### src/rtl/tx_rx_pkg.sv
// Shared definitions for the Tx/Rx frame sequencer.
// Holds the data word width, the last generator count and the FSM state
// encoding, so the controller, its interface and any checkers agree.
package tx_rx_pkg;

    localparam int DATA_W = 10;
    localparam logic [DATA_W-1:0] MAX_COUNT = 10'd1023;

    // LATCH sits between ADVANCE and PRESENT so the word is captured only
    // after the generator has stepped.
    typedef enum logic [2:0] {
        IDLE      = 3'd0,
        PRESENT   = 3'd1,
        WAIT_DONE = 3'd2,
        WAIT_RX   = 3'd3,
        ADVANCE   = 3'd4,
        LATCH     = 3'd5
    } seq_state_e;

endpackage

### src/rtl/tx_rx_seq_ctrl_if.sv
// Handshake bundle between the frame sequencer and its data generator,
// transmitter and receiver.
//   i_gen_count  generator value         o_gen_en    generator advance pulse
//   o_tx_data    word to transmit        o_tx_valid  Tx request (held)
//   i_tx_ready   Tx accepts              i_tx_done   serial Tx complete pulse
//   i_rx_valid   echo word strobe        i_rx_data   echoed word
// master: the sequencer side.  slave: the generator/Tx/Rx side.
interface tx_rx_seq_ctrl_if;
    import tx_rx_pkg::*;

    logic [DATA_W-1:0] i_gen_count;
    logic              o_gen_en;
    logic [DATA_W-1:0] o_tx_data;
    logic              o_tx_valid;
    logic              i_tx_ready;
    logic              i_tx_done;
    logic              i_rx_valid;
    logic [DATA_W-1:0] i_rx_data;

    modport master (
        input  i_gen_count, i_tx_ready, i_tx_done, i_rx_valid, i_rx_data,
        output o_gen_en, o_tx_data, o_tx_valid
    );

    modport slave (
        output i_gen_count, i_tx_ready, i_tx_done, i_rx_valid, i_rx_data,
        input  o_gen_en, o_tx_data, o_tx_valid
    );

endinterface

### src/rtl/seq_timeout_timer.sv
// Echo timeout counter.
//   i_clk     clock                 i_rst_n   async active-low reset
//   i_clear   restart count at 0    i_enable  count while waiting for echo
//   o_expire  high while enabled and the count sits at TIMEOUT_CYC-1
module seq_timeout_timer #(
    parameter int TIMEOUT_CYC = 20000
) (
    input  logic i_clk,
    input  logic i_rst_n,
    input  logic i_clear,
    input  logic i_enable,
    output logic o_expire
);

    localparam int CNT_W = (TIMEOUT_CYC > 1) ? $clog2(TIMEOUT_CYC) : 1;
    localparam logic [CNT_W-1:0] LAST = CNT_W'(TIMEOUT_CYC - 1);

    logic [CNT_W-1:0] cnt_r;

    // Cycle counter; parks on LAST so it can never roll over.
    always_ff @(posedge i_clk or negedge i_rst_n) begin
        if (!i_rst_n) begin
            cnt_r <= '0;
        end else if (i_clear) begin
            cnt_r <= '0;
        end else if (i_enable && (cnt_r != LAST)) begin
            cnt_r <= cnt_r + CNT_W'(1);
        end
    end

    assign o_expire = i_enable && (cnt_r == LAST);

endmodule

### src/rtl/tx_rx_seq_ctrl.sv
// Frame sequencer: takes a word from the data generator, hands it to the
// transmitter, waits for the serial completion and the loopback echo,
// scores the echo (match / mismatch / timeout) and steps the generator.
//   i_clk, i_rst_n  clock, async active-low reset
//   i_run           keep sequencing frames while high
//   bus             generator / Tx / Rx handshake (master side)
//   o_busy          not in IDLE
//   o_match_cnt     saturating count of matching echoes
//   o_err_cnt       saturating count of mismatches plus timeouts
//   o_timeout       one-cycle pulse on an echo timeout
//   o_wrap          one-cycle pulse when the 1023 frame completes
module tx_rx_seq_ctrl
    import tx_rx_pkg::*;
#(
    parameter int TIMEOUT_CYC = 20000,
    parameter int STAT_W      = 16
) (
    input  logic              i_clk,
    input  logic              i_rst_n,
    input  logic              i_run,
    tx_rx_seq_ctrl_if.master  bus,
    output logic              o_busy,
    output logic [STAT_W-1:0] o_match_cnt,
    output logic [STAT_W-1:0] o_err_cnt,
    output logic              o_timeout,
    output logic              o_wrap
);

    seq_state_e        state_r;
    seq_state_e        next_state_s;
    logic [DATA_W-1:0] tx_data_r;
    logic              tx_valid_r;
    logic              gen_en_r;
    logic              busy_r;
    logic              timeout_r;
    logic              wrap_r;
    logic [STAT_W-1:0] match_cnt_r;
    logic [STAT_W-1:0] err_cnt_r;
    logic              latch_s;
    logic              match_inc_s;
    logic              err_inc_s;
    logic              timeout_s;
    logic              tmr_clear_s;
    logic              tmr_en_s;
    logic              expire_s;

    function automatic logic [STAT_W-1:0] sat_inc(input logic [STAT_W-1:0] v);
        return (&v) ? v : (v + STAT_W'(1));
    endfunction

    seq_timeout_timer #(
        .TIMEOUT_CYC (TIMEOUT_CYC)
    ) u_timer (
        .i_clk    (i_clk),
        .i_rst_n  (i_rst_n),
        .i_clear  (tmr_clear_s),
        .i_enable (tmr_en_s),
        .o_expire (expire_s)
    );

    // Next-state decode plus the per-cycle scoring strobes.
    always_comb begin
        next_state_s = state_r;
        latch_s      = 1'b0;
        match_inc_s  = 1'b0;
        err_inc_s    = 1'b0;
        timeout_s    = 1'b0;
        tmr_clear_s  = 1'b0;
        tmr_en_s     = (state_r == WAIT_RX);
        case (state_r)
            IDLE: begin
                if (i_run) begin
                    next_state_s = PRESENT;
                    latch_s      = 1'b1;
                end else begin
                    next_state_s = IDLE;
                end
            end
            PRESENT: begin
                if (tx_valid_r && bus.i_tx_ready) begin
                    next_state_s = WAIT_DONE;
                end else begin
                    next_state_s = PRESENT;
                end
            end
            WAIT_DONE: begin
                if (bus.i_tx_done) begin
                    next_state_s = WAIT_RX;
                    tmr_clear_s  = 1'b1;
                end else begin
                    next_state_s = WAIT_DONE;
                end
            end
            WAIT_RX: begin
                // An echo arriving on the expiry cycle still counts as an echo.
                if (bus.i_rx_valid) begin
                    next_state_s = ADVANCE;
                    if (bus.i_rx_data == tx_data_r) begin
                        match_inc_s = 1'b1;
                    end else begin
                        err_inc_s = 1'b1;
                    end
                end else if (expire_s) begin
                    next_state_s = ADVANCE;
                    timeout_s    = 1'b1;
                    err_inc_s    = 1'b1;
                end else begin
                    next_state_s = WAIT_RX;
                end
            end
            ADVANCE: begin
                if (i_run) begin
                    next_state_s = LATCH;
                end else begin
                    next_state_s = IDLE;
                end
            end
            LATCH: begin
                next_state_s = PRESENT;
                latch_s      = 1'b1;
            end
            default: begin
                next_state_s = IDLE;
            end
        endcase
    end

    // State register.
    always_ff @(posedge i_clk or negedge i_rst_n) begin
        if (!i_rst_n) begin
            state_r <= IDLE;
        end else begin
            state_r <= next_state_s;
        end
    end

    // Registered outputs, decoded from the state being entered.
    always_ff @(posedge i_clk or negedge i_rst_n) begin
        if (!i_rst_n) begin
            tx_valid_r  <= 1'b0;
            gen_en_r    <= 1'b0;
            wrap_r      <= 1'b0;
            busy_r      <= 1'b0;
            timeout_r   <= 1'b0;
            tx_data_r   <= '0;
            match_cnt_r <= '0;
            err_cnt_r   <= '0;
        end else begin
            tx_valid_r <= (next_state_s == PRESENT);
            gen_en_r   <= (next_state_s == ADVANCE);
            // tx_data_r only changes on a latch, so it still holds the sent word.
            wrap_r     <= (next_state_s == ADVANCE) && (tx_data_r == MAX_COUNT);
            busy_r     <= (next_state_s != IDLE);
            timeout_r  <= timeout_s;
            if (latch_s) begin
                tx_data_r <= bus.i_gen_count;
            end
            if (match_inc_s) begin
                match_cnt_r <= sat_inc(match_cnt_r);
            end
            if (err_inc_s) begin
                err_cnt_r <= sat_inc(err_cnt_r);
            end
        end
    end

    assign bus.o_tx_valid = tx_valid_r;
    assign bus.o_tx_data  = tx_data_r;
    assign bus.o_gen_en   = gen_en_r;
    assign o_busy         = busy_r;
    assign o_match_cnt    = match_cnt_r;
    assign o_err_cnt      = err_cnt_r;
    assign o_timeout      = timeout_r;
    assign o_wrap         = wrap_r;

endmodule

### src/flat_wrapper.sv
// flat-port wrapper written by rule: the top's interface ports become plain ports
module tx_rx_seq_ctrl_flat import tx_rx_pkg::*;
#(
    parameter int TIMEOUT_CYC = 20000,
    parameter int STAT_W      = 16
)
  (i_clk, i_rst_n, i_run, o_busy, o_match_cnt, o_err_cnt, o_timeout, o_wrap, bus_i_gen_count, bus_i_tx_ready, bus_i_tx_done, bus_i_rx_valid, bus_i_rx_data, bus_o_gen_en, bus_o_tx_data, bus_o_tx_valid);
  tx_rx_seq_ctrl_if bus_i ();
  input  logic i_clk;
  input  logic i_rst_n;
  input  logic i_run;
  output logic o_busy;
  output logic [STAT_W-1:0] o_match_cnt;
  output logic [STAT_W-1:0] o_err_cnt;
  output logic o_timeout;
  output logic o_wrap;
  input wire logic [$bits(bus_i.i_gen_count)-1:0] bus_i_gen_count;
  input wire logic [$bits(bus_i.i_tx_ready)-1:0] bus_i_tx_ready;
  input wire logic [$bits(bus_i.i_tx_done)-1:0] bus_i_tx_done;
  input wire logic [$bits(bus_i.i_rx_valid)-1:0] bus_i_rx_valid;
  input wire logic [$bits(bus_i.i_rx_data)-1:0] bus_i_rx_data;
  output wire logic [$bits(bus_i.o_gen_en)-1:0] bus_o_gen_en;
  output wire logic [$bits(bus_i.o_tx_data)-1:0] bus_o_tx_data;
  output wire logic [$bits(bus_i.o_tx_valid)-1:0] bus_o_tx_valid;
  assign bus_i.i_gen_count = bus_i_gen_count;
  assign bus_i.i_tx_ready = bus_i_tx_ready;
  assign bus_i.i_tx_done = bus_i_tx_done;
  assign bus_i.i_rx_valid = bus_i_rx_valid;
  assign bus_i.i_rx_data = bus_i_rx_data;
  assign bus_o_gen_en = bus_i.o_gen_en;
  assign bus_o_tx_data = bus_i.o_tx_data;
  assign bus_o_tx_valid = bus_i.o_tx_valid;
  tx_rx_seq_ctrl #(.TIMEOUT_CYC(TIMEOUT_CYC), .STAT_W(STAT_W)) u_core (.i_clk(i_clk), .i_rst_n(i_rst_n), .i_run(i_run), .bus(bus_i), .o_busy(o_busy), .o_match_cnt(o_match_cnt), .o_err_cnt(o_err_cnt), .o_timeout(o_timeout), .o_wrap(o_wrap));
endmodule
### config.mk
export PLATFORM = sky130hd
export DESIGN_NAME = tx_rx_seq_ctrl_flat
export DESIGN_NICKNAME = d
export VERILOG_FILES = /design/src/rtl/tx_rx_pkg.sv /design/src/rtl/tx_rx_seq_ctrl_if.sv /design/src/rtl/seq_timeout_timer.sv /design/src/rtl/tx_rx_seq_ctrl.sv /design/src/flat_wrapper.sv
export SDC_FILE = /design/constraint.sdc
export NUM_CORES = 1
export LEC_CHECK = 0
export CORE_ASPECT_RATIO = 0.9
export CORE_MARGIN = 2
export CORE_UTILIZATION = 45
export CTS_CLUSTER_DIAMETER = 30
export DETAILED_ROUTE_END_ITERATION = 10
export PLACE_DENSITY = 0.77
export RECOVER_POWER = 50
export SLEW_MARGIN = 10
export SYNTH_ARGS = -nofsm -noshare
export SYNTH_HDL_FRONTEND = slang
export SYNTH_SLANG_ARGS = --single-unit
### constraint.sdc
create_clock -name i_clk -period 2.1 [get_ports i_clk]
set_input_delay 0.21 -clock i_clk [delete_from_list [all_inputs] [get_ports i_clk]]
set_output_delay 0.21 -clock i_clk [all_outputs]
set_load 0.02 [all_outputs]
# == Yosys cells after proc, flatten, opt, wreduce, memory -nomap -nowiden ==
# Index checks and enable logic that the tools add are counted.
# word_totals
inputBits,26
output_inout_bits,47
word_cells,59
register_bits,65
# classes
n_eq_ne,11
mux,22
bitwise,2
reduce_logical,11
n_addsub,3
# op_table
op,n
"16-bit by 1-bit adder with 16-bit output, second input constant",2
16-bit AND reduction,2
15-bit two-way mux,2
3-bit one-hot mux with 6 select lines,1
"15-bit by 1-bit adder with 15-bit output, second input constant",1
"15-bit == test, second input constant",1
"15-bit inequality test, second input constant",1
1-bit two-way mux,14
10-bit == test,1
"10-bit == test, second input constant",1
"3-bit == test, second input constant",3
3-bit two-way mux,3
"3-bit by 1-bit == test with 1-bit output, second input constant",2
"3-bit by 2-bit == test with 1-bit output, second input constant",2
1-bit logical AND,4
2-bit AND reduction,2
3-bit logical NOT,1
3-bit nonzero test,1
2-bit two-way mux,1
1-bit NOT,2
1-bit one-hot mux with 2 select lines,1
2-bit nonzero test,1

# == Longest topological paths before layout ==
# depth
depth_word,7
ltp_mapped,8
depth_no_buf,6

# == Cells and area by module ==
# Synthesis repeated with hierarchy kept, for this count alone.
# hier_totals
hier_cells,311
hier_area_um2,3342.0
# by_module_without_submodules
mod,seq_area_each_um2,area_each_um2,cells_each,n_inst
tx_rx_seq_ctrl,1251.2,2523.7,225,1
seq_timeout_timer,375.4,818.3,86,1

# == Least setup slack after synthesis ==
# OpenSTA, ideal clock, no wires.
# synth_path
kind,reg2reg
from,register u_core.u_timer.cnt_r[0]
to,register u_core.u_timer.cnt_r[13]
synth_period_minus_slack_ns,2.232
n_path_buf,2
arrival_ns,2.154
setup_slack_ns,-0.132
setup_time_ns,0.078
required_time_ns,2.022
path_stages_with_launch,9
path_cell_list,dfrtp_1 ha_1 and3_1 buf_6 and4_4 buf_6 or3_1 or4_1 a21oi_1
# synth_via
elab_chain_cells,3
word_cells_on_any_way,6
cone_classes,1 x add/sub; 1 x eq/ne; 2 x mux; 2 x reduce/logical
# synth_lines
item,line,text
"start, declared",seq_timeout_timer.sv:18,logic [CNT_W-1:0] cnt_r;
"start signal, assigned",seq_timeout_timer.sv:27,cnt_r <= cnt_r + CNT_W'(1);
15-bit by 1-bit adder with 15-bit output / 15-bit inequality test (equally long branches),"seq_timeout_timer.sv:27, seq_timeout_timer.sv:26",
15-bit two-way mux / 1-bit logical AND (equally long branches),seq_timeout_timer.sv:26,end else if (i_enable && (cnt_r != LAST)) begin
15-bit two-way mux / 2-bit nonzero test (equally long branches),--,
# Parallel ways exist; a longest one is shown, timed or not. The select of a mux whose other input is x is not followed.
# A chain may end at the register's enable or synchronous reset.

# == Worst setup path in the final report ==
# layout_path
from,register u_core.u_timer.cnt_r[1]
to,register u_core.u_timer.cnt_r[13]
# The elaborated chain is that of the path after synthesis.

==> out/summary.txt <==
Net switching power -> 1.63 mW
DRT Pass-1 Iters -> 5
DP HPWL -> 5440 um
CTS tree -> done
H-tree depth -> 3
Via count -> 2772
Least-Margin Pin Slew -> 1.00 ns
# Post-CTS Setup Buffers -> 0
Fraction of layout cells with a size suffix above 1 -> 0.175
Nature of the critical path endpoint -> register
Placed Cells incl. Taps -> 487
Xor/xnor share of the synthesized area -> 0.132
Routed WL per cell -> 15.0 um
Logic gate share of total power -> 0.365
Slowest-stage cell, CP -> or4_4
Area Growth Syn to Fin -> 37.9%
Final-stage net count -> 436
Leak pwr -> 1.92 nW
Max-Cap Viols -> 0
Net switching share of the total power -> 0.352
Post-Route WL -> 7580 um
Io pins -> 73
Remaining DRCs -> 0
PortBufs -> 72
Syn_nets -> 335
Synthesis warning total -> 0
Compound-Gate Fraction of Synth Area -> 0.0243
Setup Slack @ Placement -> -0.0278 ns
Seq/Total Area, Yosys -> 0.501
First-pass GRT wire length -> 12900 um
Cells after synthesis -> 306
EDFF count, synth -> 0
Largest net degree at the start of global routing -> 34
Crit path DAT -> 2.30 ns
Final period util -> 0.968
Die area -> 7910 um2
Vias/cell -> 5.49
Cell Area, Synth -> 3250 um2
Final Critical Period -> 2.03 ns
Die Wd -> 93.5 um
Post-DRT Antenna Nets -> 0
WP data required -> 2.37 ns
Slew Limit Fails -> 0
Mux cell area share after synthesis -> 0.0555
Peak VDD IR -> 0.000782 V
Largest family of logic cells by synthesized area -> simple AND/OR/NAND/NOR gates
Clock tree buffer depth -> 2
Post-synthesis simple-gate area fraction -> 0.250
Root buffer cell -> clkbuf_8
Synth unique cells -> 39
Final WS setup -> 0.0662 ns
Worst-path cell chain -> ha_2, and3_4, and4_4, or3_1, or4_4, a21oi_2
Total Power -> 4.62 mW
Status -> complete, no violations
Overflow after GRT -> 0
Pwr dens -> 1030 nW/um2
Antenna cells -> 0
Clk pin slew, worst setup/hold paths -> 0.08 ns
Internal power -> 3.00 mW
Latest clock arrival within the worst-skew pair -> 0.35 ns
CP startpoint kind -> register
Unrepaired setup endpoints after global routing -> no
Final Wtd Congestion -> 0.835
Slew margin rel. -> 0.332
Num CTS Buffers -> 9
Synthesized area per cell -> 10.6 um2
Final std cells w/o fill -> 505
DRT iter0 DRCs -> 134
Setup_tns -> 0 ns
Peak fanout along the critical path -> 6
Vias in the first global route -> 2774
Sequential share of power -> 0.416
Leading cell types in the layout, fill and taps excluded -> dfrtp_1, clkdlybuf4s50_1, xnor2_1, nand3_1, buf_4
Area of the multi-input gates -> 1580 um2
FF/Latch Area -> 1630 um2
Clock Skews -> 0.0127 ns
Post-synthesis adder-cell area fraction -> 0.0116
Final core utilization -> 0.639
Synth Flop Type -> dfrtp_1
Starting density of the core -> 0.464
Initial antenna violation count -> 0
Clock share of power -> 0.219
Synth async-reset ratio -> 1.00
Total GRT Usage -> 0.205
Final setup viols -> 0
Slowest stage delay, CP -> 0.49 ns
Crit path kind -> reg2reg
Fill count -> 554
Commonest non-fill, non-tap cell in the layout -> dfrtp_1
Final Hold Fails -> 0
Max Clk Rate -> 492 MHz
Sink Count -> 65
Site Rows -> 29
HP Class -> in2reg
Seq cells post-synth -> 65
Core area -> 7000 um2
Die Height -> 84.6 um
==> layer usage <==
metal / global-route usage / share of wire / vias up
met1: 0.274 / 0.44 / 1358
met3: 0.0682 / 0.066 / 8
li1: - / - / 1309
met4: 0.0843 / 0.013 / 0
met5: 0 / 0 / -
met2: 0.307 / 0.48 / 97
==> logic make-up (layout without fill, tap and decap cells) <==
logic type	count (synthesis)	count (layout)
simple gates	144	144
flops	65	65
xor+xnor	49	49
buf+inv	17	123
mux	16	16
compound gates	12	12
fa+ha+maj	3	3
==> final cells by class <==
class	instances	area share
flip-flops and latches	65	0.363
multi-input cells	224	0.353
repair buffers	103	0.211
clock buffers	13	0.0377
well taps	93	0.0260
clock inverters	3	0.00531
inverters	4	0.00335
==> flip-flops by register name, indices dropped and copies added (netlist names) <==
| name | cells |
|---|---|
| u_core.o_wrap | 1 |
| u_core.o_busy | 1 |
| u_core.bus.o_gen_en | 1 |
| u_core.bus.o_tx_valid | 1 |
| u_core.bus.o_tx_data | 10 |
| u_core.state_r | 3 |
| u_core.u_timer.cnt_r | 15 |
| u_core.o_err_cnt | 16 |
| u_core.o_timeout | 1 |
| u_core.o_match_cnt | 16 |
==> cell usage after synthesis (3+ instances only) <==
master	instances	area, um2
buf_2	3	15.0
nor2_1	19	71.3
nand4_1	22	138
clkbuf_1	8	30.0
xor2_1	7	61.3
and3_1	15	93.8
nor3_1	11	55.1
ha_1	3	37.5
mux2_2	16	180
a21oi_1	4	20.0
and2_1	3	18.8
xnor2_1	42	368
nand2_1	18	67.6
and4_1	4	35.0
nand3_1	28	140
nor4_1	5	31.3
inv_1	4	15.0
dfrtp_1	65	1630
==> what timing repair did <==
action                     CTS  global route
hold endpoints to repair    17             0
hold buffers                 1             0
gates resized for setup      0             6
setup endpoints to repair    0             6
==> critical path: cells and delay by family (launching register included) <==
| family | cells | cell delay (ns) |
|---|---|---|
| adder cells (fa/ha/maj) | 1 | 0.19 |
| flip-flops | 1 | 0.42 |
| AO/OA/AOI/OAI | 1 | 0.13 |
| AND/OR/NAND/NOR | 4 | 1.23 |
==> power groups by stage <==
stage	clock network (mW)	registers, mW	logic (mW)
floorplan	0	2.07	0.744
global placement	0	1.92	1.66
detailed placement	0	1.92	1.70
CTS	1.04	1.92	1.71
global route	1.09	1.97	1.86
finish	1.01	1.92	1.69
==> per-stage QoR <==
stage	instance area, um2	hold WS (ns)
after global placement	4260	0.179
after floorplan	3250	-0.0856
after detailed placement	4260	0.187
after global routing	4480	0.467
after CTS	4460	0.341
final	4480	0.465
==> final timing paths <==
kind / start / to / cells after the start / slack [ns]
worst max-delay path: u_core.u_timer.cnt_r[1] / u_core.u_timer.cnt_r[13] / 6 / 0.07
worst max register to register: u_core.u_timer.cnt_r[1] / u_core.u_timer.cnt_r[13] / 6 / 0.07
min in group asynchronous: i_rst_n / u_core.o_err_cnt[14] / 2 / 0.54
worst min-delay path: bus_i_gen_count[9] / u_core.bus.o_tx_data[9] / 2 / 0.46
worst min register to register: u_core.o_match_cnt[11] / u_core.o_match_cnt[11] / 1 / 0.49
max in group asynchronous: i_rst_n / u_core.u_timer.cnt_r[13] / 3 / 0.44
(Power assumes the default switching activity.)
